[config.mk]
export PLATFORM = sky130hd
export DESIGN_NAME = painel_varredura_colunas
export DESIGN_NICKNAME = d
export VERILOG_FILES = /design/src/rtl/painel_varredura_colunas.sv
export SDC_FILE = /design/constraint.sdc
export NUM_CORES = 1
export LEC_CHECK = 0
export CAP_MARGIN = 20
export CORE_ASPECT_RATIO = 1.5
export CORE_UTILIZATION = 60
export DETAILED_ROUTE_END_ITERATION = 6
export GPL_TIMING_DRIVEN = 0
export HOLD_SLACK_MARGIN = 0.05
export PLACE_DENSITY = 0.85
export SYNTH_ARGS = -nofsm -noshare
export SYNTH_HDL_FRONTEND = slang
export SYNTH_SLANG_ARGS = --single-unit
[constraint.sdc]
create_clock -name clk -period 3.45 [get_ports clk]
set_input_delay 0.69 -clock clk [delete_from_list [all_inputs] [get_ports clk]]
set_output_delay 0.69 -clock clk [all_outputs]
set_load 0.005 [all_outputs]
[src/rtl/painel_varredura_colunas.sv]
// Column-scan controller for a 7x5 LED dot-matrix panel: steps the 3-to-7 column decoder,
// blanks at every column change and shows a double-buffered frame swapped only at frame end.
module painel_varredura_colunas #(
  parameter int unsigned SCAN_DIV     = 1000,
  parameter int unsigned BLANK_CYCLES = 50,
  parameter int unsigned DIV_WIDTH    = 10
) (
  input  logic       clk,
  input  logic       reset,
  input  logic       run,
  input  logic       wr_en,
  input  logic [2:0] wr_addr,
  input  logic [4:0] wr_data,
  input  logic       swap_req,
  output logic       sel1,
  output logic       sel2,
  output logic       sel3,
  output logic       dec_enable,
  output logic [4:0] row,
  output logic       frame_done,
  output logic       swap_ack,
  output logic       swap_pending
);

  localparam logic [DIV_WIDTH-1:0] LastCnt  = DIV_WIDTH'(SCAN_DIV - 1);
  localparam logic [DIV_WIDTH-1:0] BlankCnt = DIV_WIDTH'(BLANK_CYCLES);

  typedef enum logic [1:0] {StIdle, StBlank, StShow} state_e;

  state_e               state_q, state_d;
  logic [DIV_WIDTH-1:0] cnt_q, cnt_d;
  logic [2:0]           col_q, col_d;
  logic [4:0]           front_q [7];
  logic [4:0]           back_q  [7];
  logic [4:0]           front_d [7];
  logic [4:0]           back_d  [7];
  logic [4:0]           back_w  [7];
  logic [4:0]           row_q, row_d;
  logic                 pending_q, pending_d;
  logic                 dec_q, fd_q, ack_q;
  logic                 frame_end, do_swap, load_col;

  always_comb begin
    state_d   = state_q;
    cnt_d     = cnt_q;
    col_d     = col_q;
    frame_end = 1'b0;
    load_col  = 1'b0;
    unique case (state_q)
      StIdle: begin
        if (run) begin
          state_d  = StBlank;
          cnt_d    = '0;
          col_d    = '0;
          load_col = 1'b1;
        end
      end
      StBlank, StShow: begin
        if (!run) begin
          state_d = StIdle;
          cnt_d   = '0;
          col_d   = '0;
        end else if (cnt_q == LastCnt) begin
          state_d   = StBlank;
          cnt_d     = '0;
          col_d     = (col_q == 3'd6) ? 3'd0 : col_q + 3'd1;
          frame_end = (col_q == 3'd6);
          load_col  = 1'b1;
        end else begin
          cnt_d = cnt_q + 1'b1;
          if (cnt_d >= BlankCnt) state_d = StShow;
        end
      end
      default: state_d = StIdle;
    endcase
  end

  // A request arriving on the frame-end cycle is honoured at that same edge.
  assign do_swap   = frame_end && (pending_q || swap_req);
  assign pending_d = (pending_q || swap_req) && !do_swap;

  // The write is merged into the back buffer before the swap, so it becomes visible.
  always_comb begin
    for (int i = 0; i < 7; i++) begin
      back_w[i]  = (wr_en && (wr_addr == 3'(i))) ? wr_data : back_q[i];
      front_d[i] = do_swap ? back_w[i] : front_q[i];
      back_d[i]  = do_swap ? front_q[i] : back_w[i];
    end
  end

  always_comb begin
    row_d = row_q;
    if (state_d == StIdle) begin
      row_d = '0;
    end else if (load_col) begin
      for (int i = 0; i < 7; i++) begin
        if (col_d == 3'(i)) row_d = front_d[i];
      end
    end
  end

  always_ff @(posedge clk) begin
    if (reset) begin
      state_q   <= StIdle;
      cnt_q     <= '0;
      col_q     <= '0;
      row_q     <= '0;
      pending_q <= 1'b0;
      dec_q     <= 1'b0;
      fd_q      <= 1'b0;
      ack_q     <= 1'b0;
      for (int i = 0; i < 7; i++) begin
        front_q[i] <= '0;
        back_q[i]  <= '0;
      end
    end else begin
      state_q   <= state_d;
      cnt_q     <= cnt_d;
      col_q     <= col_d;
      row_q     <= row_d;
      pending_q <= pending_d;
      dec_q     <= (state_d == StShow);
      fd_q      <= frame_end;
      ack_q     <= do_swap;
      front_q   <= front_d;
      back_q    <= back_d;
    end
  end

  assign sel1         = col_q[2];
  assign sel2         = col_q[1];
  assign sel3         = col_q[0];
  assign dec_enable   = dec_q;
  assign row          = row_q;
  assign frame_done   = fd_q;
  assign swap_ack     = ack_q;
  assign swap_pending = pending_q;

endmodule

After elaboration in Yosys (flattened, before gate mapping) --
Index checks and enable logic that the tools add are counted.
Operators by class: eq/ne operators 18, $add $sub $neg 2, magnitude comparators 1, reductions and logical operators 21, mux-type cells 49
Operator list (count):
- $mux W5 | 28
- $mux W10 | 3
- $eq A3 B3 Y1 const B | 7
- $pmux W10 S2 | 1
- $eq A3 B2 Y1 const B | 4
- $mux W3 | 4
- $add A10 B1 Y10 const B | 1
- $eq A10 B10 Y1 const B | 1
- $ge A10 B6 Y1 const B | 1
- $logic_and A1 B1 Y1 | 9
- $mux W2 | 4
- $reduce_bool A7 Y1 | 1
- $eq A3 B1 Y1 const B | 2
- $logic_not A3 Y1 | 2
- $mux W1 | 6
- $pmux W3 S2 | 1
- $eq A2 B2 Y1 const B | 2
- $logic_not A2 Y1 | 2
- $pmux W2 S2 | 1
- $reduce_and A2 Y1 | 2
- $reduce_or A2 Y1 | 2
- $add A3 B1 Y3 const B | 1
- $eq A2 B1 Y1 const B | 1
- $ne A2 B2 Y1 const B | 1
- other kinds (4) | 4
Word-level totals: word-level logic and storage cells 113, register bits after elaboration 94, output and inout bits 12, bits of input ports 13

Logic depth before layout (Yosys ltp) --
Gate-level depths: netlist of run 1.
depth in word-level cells 13, depth in mapped cells 12, depth with buffers taken out 10

Worst setup path before layout of run 1 --
No wires, ideal clock.
path type flip-flop to flip-flop, from reg cnt_q[0], to reg row_q[3], in the netlist row[3], stages on the path, launching flop included 12, arrival 2623 ps, required time 3311 ps, setup slack 688 ps, clock period less this slack 2762 ps, path buffers 2, library setup time 139 ps, cells stage by stage dfxtp_1 -> ha_1 -> clkbuf_1 -> nand2_1 -> or4_4 -> a2111oi_4 -> nor2_1 -> buf_2 -> o211ai_1 -> nand4_1 -> o211ai_1 -> a31oi_1
On the way: longest elaborated chain between the ends 13, elaborated cells on any way between the ends 42, those cells by class add/sub (1); order compare (1); eq/ne (7); mux (27); reduce/logical (6)
Ends and longest elaborated chain:
- from (decl) | RTL line 31 | logic [DIV_WIDTH-1:0] cnt_q, cnt_d;
- from (signal assigned) | RTL line 118 | cnt_q <= cnt_d;
- parallel branches: the longest is 13 deep, another holds $add A10 B1 Y10
- to (signal assigned) | RTL line 120 | row_q <= row_d;
- to (decl) | RTL line 38 | logic [4:0] row_q, row_d;
Parallel ways; which one is timed is not known. The select of a mux whose other input is x is not followed. A chain may end at the register's enable or synchronous reset.

Final worst setup path of run 1 --
from in run, to reg row_q[1], in the netlist row[1]
On the way: longest elaborated chain between the ends 11, elaborated cells on any way between the ends 37, those cells by class eq/ne (6); mux (25); reduce/logical (6)
Ends and longest elaborated chain:
- from (decl) | RTL line 10 | input logic run,
- $mux W1 | RTL line 59 | if (!run) begin
- $mux W1 | RTL line 49 | unique case (state_q)
- $logic_and A1 B1 Y1 | RTL line 79 | assign do_swap = frame_end && (pending_q || swap_req);
- $mux W5 | RTL line 86 | front_d[i] = do_swap ? back_w[i] : front_q[i];
- $mux W5 (7 in a row) | RTL line 97 | if (col_d == 3'(i)) row_d = front_d[i];
Parallel ways exist; a longest one is shown, timed or not. The select of a mux whose other input is x is not followed.

==> results of run 1 <==
==> power by group through the flow <==
stage          registers, mW  logic, mW  clock network (mW)
2_1_floorplan           1.12     0.0963                   0
3_3_place_gp            1.13      0.149                   0
3_5_place_dp            1.13      0.153                   0
4_1_cts                 1.10      0.154                1.04
5_1_grt                 1.10      0.173                1.08
6_report                1.10      0.160                1.04
==> worst min-delay path: stages (launching register included) <==
cell	delay, ns
dfxtp_1	0.32
nand2_1	0.06
a21oi_1	0.05
==> synthesized netlist by cell type, drive strengths merged, types with 6 or more instances <==
library cell	count	area, um2
and2	6	40.0
nand4	7	43.8
nor2	103	387
clkbuf	32	120
a21oi	46	230
nor2b	11	68.8
a31oi	6	37.5
nand2	31	116
mux2i	24	240
dfxtp	94	1880
nor4	6	43.8
buf	16	93.8
nand3	21	110
nor3	30	150
mux2	20	225
o21ai	55	275
a211oi	19	143
==> cells by family after synthesis <==
logic type               synth area share [%]
AND/OR/NAND/NOR                          24.5
buffers and inverters                    4.78
flip-flops                               38.7
AO/OA/AOI/OAI                            21.4
adder cells (fa/ha/maj)                  1.03
multiplexers                             9.57
==> worst min path at each step <==
stage	end	from	slack, ns	cells after the start
after floorplan	front_q[30]$_SDFF_PP0_	front_q[30]$_SDFF_PP0_	0.44	2
after global routing	back_q[9]$_SDFF_PP0_	front_q[9]$_SDFF_PP0_	0.49	2
after global placement	front_q[34]$_SDFF_PP0_	front_q[34]$_SDFF_PP0_	0.45	2
after detailed placement	front_q[18]$_SDFF_PP0_	front_q[18]$_SDFF_PP0_	0.47	2
after CTS	front_q[18]$_SDFF_PP0_	front_q[18]$_SDFF_PP0_	0.48	2
final	front_q[31]$_SDFF_PP0_	front_q[31]$_SDFF_PP0_	0.48	2
==> cell type report <==
cell class,count,area [um2]
Buffer,47,214
Clock buffer,14,274
Sequential cell,94,1880
Fill cell,610,2200
Clock inverter,2,38.8
Inverter,5,18.8
Timing Repair Buffer,22,218
Tap cell,102,128
Multi-Input combinational cell,458,2790
==> per-stage QoR <==
stage / setup TNS (ns) / setup WS, ns
final: 0 / 0.170
after global placement: -7.87 / -0.278
after detailed placement: -9.29 / -0.344
after global routing: 0 / 0.0284
after CTS: 0 / 0.0131
after floorplan: 0 / 0.688
==> cell usage in the layout, fill, tap and decap left out, drive strengths merged, types with 6 or more instances in the layout <==
master           n
nor2           103
dfxtp           94
o21ai           55
a21oi           46
clkbuf          45
nand2           31
nor3            30
mux2i           24
clkdlybuf4s50   21
nand3           21
mux2            20
a211oi          19
buf             17
nor2b           11
nand4            7
and2             6
a31oi            6
nor4             6
==> flip-flops by register name, indices dropped and copies added, names as in the netlist <==
| name | count |
|---|---|
| col_q | 3 |
| front_q | 35 |
| row | 5 |
| swap_ack | 1 |
| dec_enable | 1 |
| state_q | 2 |
| cnt_q | 10 |
| swap_pending | 1 |
| back_q | 35 |
| frame_done | 1 |
==> layer usage <==
metal  up-vias  wire (um)
li1       2252          -
met1      2276       5540
met2       283       7260
met3        81       1010
met4         0       1010
met5         -          0
==> repair_timing <==
item | CTS | global route
setup endpoints to repair | 2 | 51
setup buffers | 0 | 1
resized for setup | 1 | 13
pin swaps | 0 | 1
endpoints found under the hold margin | 0 | 0
==> results by group, run 1 <==
Status
  • Outcome: completed

Synthesis
  • FFs w/ async S/R, synth: 0%
  • Seq/Total Area, Yosys: 38.7%
  • Netlist cell types: 64
  • FF+latch count, synth: 94
  • Synth Net Count: 622
  • Cells after synthesis: 605
  • Synthesized area per cell: 8.04 um2
  • Synth warnings: 0
  • EDFF count, synth: 0
  • Synthesized area: 0.00487 mm2
  • Top_reg_cell synth: dfxtp_1

STA
  • Number of setup violations in the final report: 0
  • Slew HR: 23.2%
  • RSZ-0062 raised after global routing: false
  • F_max: 305 MHz
  • Slew Limit Fails: 0
  • Measured slew at the worst slew-check pin: 1.15 ns
  • Final worst-path cycle share: 95.1%
  • Final hold slack: 0.480 ns
  • Clock Skew: 0.00806 ns
  • Final Critical Period: 3.28 ns
  • Final Hold Vio Count: 0

Floorplan
  • Site row count: 39
  • Initial Util: 62.7%
  • Core area: 0.00776 mm2
  • DIE HEIGHT: 112 um
  • Ports: 25
  • Die X: 75.5 um
  • Die area: 0.00848 mm2

Clock tree
  • Post-CTS Hold Buffers: 0
  • Reg clk slew, reported paths: 0.07 ns
  • Clk root buf: clkbuf_16
  • Clock sinks: 94
  • CTS buffer count: 9
  • H-tree Lvls: 3
  • Clk buf depth: 2
  • Worst skew pair latency: 0.35 ns
  • CTS tree: yes

GRT
  • GRT met2 Usage: 58.9%
  • Global Route met3 Usage: 9.61%
  • Number of global-route vias before repair: 4,692
  • Initial antenna violation count: 0
  • Global-route wire length before repair: 23,200 um
  • Most used routing layer: met2
  • Met1 Use GR: 41.3%
  • Total gr overflow: 0
  • GRT Overall Usage: 37.1%
  • Largest net degree at the start of global routing: 15

Power
  • Switch share: 23.0%
  • Maximum vdd drop: 0.000301 V
  • Comb pwr share: 7.0%
  • Lkg Pwr: 2.00 nW
  • PwrDens: 414 mW/mm2
  • Sequential power share: 47.8%
  • Total power: 2.30 mW
  • Clock power frac: 45.2%
  • Int Pwr: 1.77 mW
  • Switching Power: 0.530 mW

Drt
  • Total length of routed wires: 14,800 um
  • Vias: 4,892
  • Iteration-0 DRC Markers: 521
  • Routed Antenna Nets: 0
  • Via density: 6.58
  • WL per Instance: 19.9 um
  • DRC errors left: 0
  • Drt pass-1 iters: 5

Setup path
  • Critical Path RT: 3.66 ns
  • CP Launch Type: input port
  • CP Class: input port to register
  • Crit path cell chain: clkdlybuf4s50_1 > nand4_1 > or4_4 > clkbuf_1 > o21ai_0 > o21ai_0 > mux2i_1 > o21ai_0 > a211oi_1 > nor3_1
  • Crit path top cell by count: o21ai_0
  • Reg2Reg Depth: 11
  • CP Max Fanout: 10
  • Critical Path AT: 3.49 ns
  • CP peak stage delay: 0.66 ns
  • R2r setup slk: 0.21 ns
  • Crit path max-delay cell type: or4_4
  • WP buf/inv: 2
  • Worst setup path end: row[1]$_SDFFE_PP0P_
  • Critical Path Stages: 10
  • CP Capture Type: register
  • Worst reg2reg startpoint: cnt_q[0]$_SDFFE_PP0P_
  • Worst Setup SP: run
  • CP top delay family: simple AND/OR/NAND/NOR gates
  • Reg2reg end: row[1]$_SDFFE_PP0P_

Placed design
  • HPWL after DPL: 10,300 um
  • Port Buf Inserts: 21
  • Placed cells: 728
  • GP Congestion: 0.974
  • Placed standard-cell area: 0.00520 mm2

Min path
  • Hold crit path type: register to register

Flow run
  • Max cap viols: 0

Finish
  • Final core occ: 71.7%
  • Fin cells: 744
  • Share of post-route cells with drive strength above 1: 11.2%
  • Final instance area: 0.00556 mm2
  • Antenna diodes: 0
  • Final Net Count: 654
  • Area grow syn2layout: 14.3%
Power figures use the tool's default switching activity.
==> run 2, diff against run 1 <==
Settings changed: ABC_AREA set to 1, HOLD_SLACK_MARGIN 0.05 to 0.06.
==> run 2 against run 1 <==
Worst hold slack lost 0.0032 ns; first-iteration DRC count shrank 15%; synthesized cell count grew 4.8%; synthesized area shrank 3.1%; clock-buffer cell count shrank 4; critical path type unchanged; largest power group is now the clock network; highest routed layer unchanged.
==> results by group, run 2 <==
Setup path
  • CP Max Fanout: 8 (-2)
  • CP Launch Type: input port
  • Critical Path RT: 3.74 ns (+0.08 ns)
  • WP buf/inv: 2 (unchanged)
  • CP top delay family: simple AND/OR/NAND/NOR gates
  • Critical Path AT: 3.06 ns (-0.43 ns)
  • CP Capture Type: register
  • Crit path top cell by count: nand2_1
  • Crit path max-delay cell type: clkdlybuf4s50_1
  • CP Class: input port to register
  • CP peak stage delay: 0.50 ns (-0.16 ns)
  • Crit path cell chain: clkdlybuf4s50_1 > nand2_1 > inv_2 > nand4_2 > nor2_1 > nand2_1 > nand2_1 > nand2_1 > nand3_1 > nand3_1 > nand2_1 > nand2_1 > nand2_1 > nand2_1 > nand2_1 > nand2_1 > a21oi_1

STA
  • Clock Skew: 0.00644 ns (-0.00162 ns)
  • Final worst-path cycle share: 80.4% (-15 points)
  • Slew HR: 60.1% (+37 points)
  • F_max: 361 MHz (+18%)
  • Final Critical Period: 2.77 ns (-0.507 ns)
  • Fin Setup TNS: 0 ns (unchanged)
  • Final Hold Vio Count: 0 (unchanged)
  • Measured slew at the worst slew-check pin: 0.599 ns (-0.550 ns)
  • RSZ-0062 raised after global routing: false
  • Slew Limit Fails: 0 (unchanged)
  • Number of setup violations in the final report: 0 (unchanged)

Clock tree
  • Reg clk slew, reported paths: 0.07 ns (about the same)
  • Clk buf depth: 2 (unchanged)
  • Clk root buf: clkbuf_16
  • CTS buffer count: 9 (unchanged)
  • Post-CTS Setup Repair Bufs: 0 (unchanged)
  • CTS tree: yes
  • H-tree Lvls: 3 (unchanged)
  • Post-CTS Hold Buffers: 0 (unchanged)
  • Worst skew pair latency: 0.35 ns (about the same)
  • Clock sinks: 94 (unchanged)
  • Post-CTS resize count: 0 (-1)

Status
  • Outcome: completed

Power
  • Maximum vdd drop: 0.000422 V (+40%)
  • Int Pwr: 1.87 mW (+5.4%)
  • Switch share: 21.6% (-1.4 points)
  • PwrDens: 440 mW/mm2 (+6.2%)
  • Switching Power: 0.514 mW (-2.9%)
  • Lkg Pwr: 2.28 nW (+14%)
  • Comb pwr share: 5.8% (-1.2 points)
  • Sequential power share: 46.3% (-1.5 points)
  • Clock power frac: 47.9% (+2.7 points)

Synthesis
  • Area share of the largest cell type after synthesis: 39.9% (+1.3 points)
  • Most frequent cell after synthesis: nand2_1
  • FFs w/ async S/R, synth: 0% (unchanged)
  • FF+latch count, synth: 94 (unchanged)
  • Synth area leaders: dfxtp_1 (40%), nand2_1 (9.5%), nor2_1 (6.5%)
  • Cell accounting for the most synthesized area: dfxtp_1
  • Synthesized area per cell: 7.43 um2 (-7.6%)
  • Seq/Total Area, Yosys: 39.9% (+1.3 points)
  • Synth Net Count: 651 (+4.7%)
  • Synth cell count leaders: nand2_1 (119), dfxtp_1 (94), nor2_1 (82)
  • Cells after synthesis: 634 (+4.8%)
  • Synth warnings: 0 (unchanged)
  • Synthesized area: 0.00471 mm2 (-3.1%)
  • Netlist cell types: 39 (-39%)
  • Top_reg_cell synth: dfxtp_1
  • EDFF count, synth: 0 (unchanged)

Finish
  • Layout fillers: 599 (-1.8%)
  • Area grow syn2layout: 15.0%
  • Commonest non-fill, non-tap cell in the layout: nand2_1
  • Top flop regs: back_q: 35 flops, front_q: 35 flops, cnt_q: 10 flops
  • Final instance area: 0.00542 mm2 (-2.5%)
  • Most frequent cells in the layout: nand2_1 (119), dfxtp_1 (94), nor2_1 (82), inv_1 (63), a21oi_1 (53)
  • Antenna diodes: 0 (unchanged)
  • Fin cells: 775 (+4.2%)
  • Final Net Count: 685 (+4.7%)
  • Share of post-route cells with drive strength above 1: 10.5% (-0.67 points)

Drt
  • Vias: 4,417 (-9.7%)
  • Via density: 5.70 (-13%)
  • Routed Antenna Nets: 0 (unchanged)
  • Iteration-0 DRC Markers: 441 (-15%)
  • Total length of routed wires: 12,100 um (-18%)
  • Drt pass-1 iters: 5 (unchanged)
  • DRC errors left: 0 (unchanged)
  • WL per Instance: 15.7 um (-21%)

GRT
  • Largest net degree at the start of global routing: 16 (+1)
  • Total gr overflow: 0 (unchanged)
  • Initial antenna violation count: 0 (unchanged)
  • GRT Overall Usage: 32.3% (-4.8 points)
  • Global-route wire length before repair: 20,300 um (-12%)
  • Number of global-route vias before repair: 4,459 (-5.0%)

Placed design
  • Port Buf Inserts: 23 (+9.5%)
  • GP Congestion: 0.915 (-6.0%)
  • Placed cells: 759 (+4.3%)
  • Placed standard-cell area: 0.00507 mm2 (-2.5%)
  • HPWL after DPL: 8580 um (-17%)

Min path
  • Hold crit path type: register to register

Floorplan
  • Die area: 0.00822 mm2 (-3.1%)
  • Die X: 74.4 um (-1.5%)
  • Core area: 0.00761 mm2 (-1.9%)
  • DIE HEIGHT: 111 um (-1.6%)
  • Initial Util: 61.9% (-0.80 points)
  • Ports: 25 (unchanged)
  • Site row count: 39 (unchanged)

Flow run
  • Max cap viols: 0 (unchanged)
run 2: cells by family (layout without fill, tap and decap cells):
family | count (synthesis) | count (layout) | synth area share [%]
AO/OA/AOI/OAI | 154 | 154 | 17.6
multiplexers | 27 | 27 | 5.73
XOR/XNOR | 8 | 8 | 1.49
AND/OR/NAND/NOR | 251 | 251 | 25.6
adder cells (fa/ha/maj) | 4 | 4 | 1.06
buffers and inverters | 96 | 135 | 8.63
flip-flops | 94 | 94 | 39.9
run 2: metal layers:
layer,vias to the layer above,global-route usage [%],routed length [um]
li1,2120,-,-
met1,2082,34.8,4670
met2,173,56.3,6350
met3,42,6.39,521
met4,0,18.2,596
met5,-,0,0
run 2: final timing paths:
check	start	slack, ns	depth (start not counted)	endpoint
worst min-delay path	row[1]$_SDFFE_PP0P_	0.48	2	row[1]$_SDFFE_PP0P_
worst min register to register	row[1]$_SDFFE_PP0P_	0.48	2	row[1]$_SDFFE_PP0P_
worst max register to register	state_q[0]$_SDFF_PP0_	0.77	18	row[1]$_SDFFE_PP0P_
worst max-delay path	run	0.68	17	row[1]$_SDFFE_PP0P_
run 2: final cells by class:
type / instances / area (um2) / area share [%]
Sequential cell: 94 / 1880 / 34.7
Multi-Input combinational cell: 444 / 2420 / 44.7
Clock inverter: 6 / 109 / 2.01
Timing Repair Buffer: 23 / 230 / 4.25
Buffer: 22 / 121 / 2.24
Inverter: 74 / 285 / 5.26
Clock buffer: 10 / 239 / 4.41
Tap cell: 102 / 128 / 2.36
run 2: worst reg2reg max path, cell delays in order, from the launching register on:
cell	delay, ns
dfxtp_1	0.39
inv_1	0.07
ha_1	0.30
nand2_1	0.11
inv_2	0.16
nand4_2	0.22
nor2_1	0.26
nand2_1	0.23
nand2_1	0.14
nand2_1	0.08
nand3_1	0.08
nand3_1	0.06
nand2_1	0.10
nand2_1	0.06
nand2_1	0.06
nand2_1	0.05
nand2_1	0.06
nand2_1	0.06
a21oi_1	0.12
run 2: power by group through the flow:
stage	clock network (mW)	registers (mW)	logic [mW]
after floorplan	0	1.13	0.0864
after global placement	0	1.13	0.129
after detailed placement	0	1.13	0.134
after CTS	1.14	1.10	0.136
after global routing	1.19	1.10	0.152
final	1.14	1.10	0.139
run 2: through the flow:
| step | power (mW) | worst slack (ns) | util (%) | hold WS, ns |
|---|---|---|---|---|
| after floorplan | 1.21 | 1.29 | - | 0.462 |
| after global placement | 1.26 | 0.458 | 66.6 | 0.458 |
| after detailed placement | 1.26 | 0.420 | 66.6 | 0.465 |
| after CTS | 2.38 | 0.717 | 71.2 | 0.476 |
| after global routing | 2.44 | 0.401 | 71.2 | 0.503 |
| final | 2.38 | 0.676 | 71.2 | 0.477 |
==> run 3, diff against run 2 <==
Settings changed: CORE_UTILIZATION 60 to 54, PLACE_DENSITY 0.85 to 0.81.
Clock period 3.45 ns to 2.29 ns, I/O delays scaled along.
==> run 3 against run 2 <==
Die area increased by 11%; sequential cell count did not move; the flow now finishes with violations (negative setup slack); sequential share of layout area is 3.1 points lower; highest routed layer unchanged; clock power increased by 42%.
==> results by group, run 3 (synthesis gave the netlist of run 2 again) <==
Floorplan
  • Core area: 0.00846 mm2 (+11%)
  • DIE HEIGHT: 116 um (+5.3%)
  • Die X: 78.3 um (+5.3%)
  • Ports: 25 (unchanged)
  • Initial Util: 55.7% (-6.2 points)
  • Die area: 0.00911 mm2 (+11%)
  • Site row count: 41 (+5.1%)

Setup path
  • CP Class: register to register
  • CP Capture Type: register
  • Crit path cell chain: inv_2 > ha_4 > nand2_4 > buf_6 > nor2_4 > nand3_4 > clkbuf_16 > o21ai_1 > inv_1 > nor2_1 > o21ai_2 > nand2_1 > nand2_1 > nand2_1 > nand2_1 > a21oi_1
  • Worst reg2reg startpoint: state_q[0]$_SDFF_PP0_
  • Worst Setup SP: state_q[0]$_SDFF_PP0_
  • CP Launch Type: register
  • Critical Path AT: 2.75 ns (-0.31 ns)
  • CP Max Fanout: 6 (-2)
  • Crit path max-delay cell type: dfxtp_2
  • Crit path top cell by count: nand2_1
  • CP top delay family: simple AND/OR/NAND/NOR gates
  • CP peak stage delay: 0.35 ns (-0.15 ns)
  • Critical Path RT: 2.57 ns (-1.17 ns)
  • WP buf/inv: 4 (+2)

Power
  • Clock power frac: 45.8% (-2.1 points)
  • PwrDens: 589 mW/mm2 (+34%)
  • Maximum vdd drop: 0.000460 V (+9.0%)
  • Switch share: 22.9% (+1.4 points)
  • Comb pwr share: 7.1% (+1.3 points)
  • Total power: 3.53 mW (+48%)
  • Sequential power share: 47.1% (+0.8 points)
  • Lkg Pwr: 2.49 nW (+9.3%)
  • Switching Power: 0.810 mW (+57%)
  • Int Pwr: 2.72 mW (+46%)

STA
  • RSZ-0062 raised after global routing: true
  • Final worst-path cycle share: 108%
  • Final setup margin: -0.186 ns (-0.862 ns)
  • Slew Limit Fails: 0 (unchanged)
  • Slew HR: 59.1% (-0.95 points)
  • Final Hold Vio Count: 0 (unchanged)
  • Final hold slack: 0.481 ns (+0.00463 ns)
  • F_max: 404 MHz
  • Clock Skew: 0.00740 ns (+0.000964 ns)
  • Number of setup violations in the final report: 5 (+5)
  • Final Critical Period: 2.48 ns
  • Measured slew at the worst slew-check pin: 0.613 ns (+0.0143 ns)

Finish
  • Final Net Count: 714 (+4.2%)
  • Most frequent cells in the layout: nand2_1 (104), dfxtp_1 (85), nor2_1 (70), inv_1 (60), a21oi_1 (48)
  • Antenna diodes: 0 (unchanged)
  • Share of post-route cells with drive strength above 1: 23.4% (+13 points)
  • Commonest non-fill, non-tap cell in the layout: nand2_1
  • Area grow syn2layout: 27.2%
  • Top flop regs: back_q: 35 flops, front_q: 35 flops, cnt_q: 10 flops

Clock tree
  • Clk root buf: clkbuf_16
  • CTS tree: yes
  • CTS buffer count: 9 (unchanged)
  • Clk buf depth: 2 (unchanged)
  • Clock sinks: 94 (unchanged)
  • Reg clk slew, reported paths: 0.07 ns (about the same)
  • H-tree Lvls: 3 (unchanged)
  • Worst skew pair latency: 0.35 ns (about the same)

GRT
  • GRT Overall Usage: 29.7% (-2.6 points)
  • Initial antenna violation count: 0 (unchanged)
  • Global-route wire length before repair: 20,600 um (+1.3%)
  • Total gr overflow: 0 (unchanged)
  • Number of global-route vias before repair: 4,461 (+0.045%)
  • Largest net degree at the start of global routing: 16 (unchanged)

Drt
  • Met2 WL: 7820 um (+23%)
  • Drt pass-1 iters: 6 (+1)
  • Iteration-0 DRC Markers: 573 (+30%)
  • Via density: 5.84 (+2.5%)
  • Total length of routed wires: 14,500 um (+20%)
  • Vias: 4,724 (+7.0%)
  • Met3 wire len: 786 um (+51%)
  • WL per Instance: 18.0 um (+15%)
  • DRC errors left: 0 (unchanged)
  • Met1 WL: 5100 um (+9.2%)
  • Routed Antenna Nets: 0 (unchanged)
  • Max layer used: met4

Min path
  • HP Start: row[2]$_SDFFE_PP0P_
  • Hold crit path type: register to register

Placed design
  • GP Congestion: 0.937 (+2.4%)
  • Port Buf Inserts: 23 (unchanged)
  • HPWL after DPL: 8540 um (-0.53%)

Status
  • Outcome: complete, but fails checks
  • Failing checks: negative setup slack

Flow run
  • Max cap viols: 0 (unchanged)
==> run 3: cell count changes in the layout (fill, tap and decap cells not counted), moves of 5 or more <==
cell,before,now
nor2_2,0,8
nand2_2,9,22
a21oi_2,1,6
nand2_1,119,104
a21oi_1,53,48
buf_4,0,18
buf_6,5,11
o21ai_1,33,23
dfxtp_2,0,8
o21ai_0,49,43
o21ai_2,4,18
dfxtp_1,94,85
nor2_1,82,70
==> run 3: worst min-delay path, stage by stage, from the launching register on <==
cell	delay, ns
dfxtp_1	0.31
nand2_1	0.06
a21oi_1	0.06
==> run 3: power groups by stage <==
stage               Sequential, mW  Clock [mW]  Combinational [mW]
global route                  1.66        1.68               0.268
global placement              1.70           0               0.195
CTS                           1.66        1.61               0.224
finish                        1.66        1.62               0.252
floorplan                     1.70           0               0.130
detailed placement            1.70           0               0.203
==> run 3: routing by layer <==
layer  vias to the layer above  GRT usage [%]
li1                       2182              -
met1                      2240           29.6
met2                       242           56.2
met3                        60           4.22
met4                         0           21.1
met5                         -              0
==> run 3: area by class of cell <==
cell class,count,area (um2)
Multi-Input combinational cell,445,2700
Fill cell,613,2470
Sequential cell,94,1900
Timing Repair Buffer,51,510
Inverter,74,295
Clock buffer,10,239
Buffer,22,135
Tap cell,107,134
Clock inverter,6,85.1
==> run 3: final timing paths <==
check,to,slack [ns],cells after the start
min,row[2]$_SDFFE_PP0P_,0.48,2
max,row[4]$_SDFFE_PP0P_,-0.19,16
min reg2reg,row[2]$_SDFFE_PP0P_,0.48,2
max reg2reg,row[4]$_SDFFE_PP0P_,-0.19,16
==> run 3: what timing repair did <==
action	CTS	global route
endpoints found under the setup margin	40	5
pin swaps	16	28
buffers inserted	20	7
hold buffers	0	0
resized for setup	44	62
gates cloned	1	2
==> run 3: through the flow <==
stage | cells | TNS, ns | utilization [%] | setup slack (ns) | cell area, um2
detailed placement | 764 | -13.37 | 60.0 | -0.550 | 5080
finish | 809 | -0.418 | 70.8 | -0.186 | 6000
floorplan | 634 | 0 | - | 0.130 | 4710
global route | 809 | -0.997 | 70.8 | -0.238 | 6000
CTS | 801 | 0 | 67.8 | 0.000506 | 5740
global placement | 764 | -10.43 | 60.0 | -0.462 | 5080
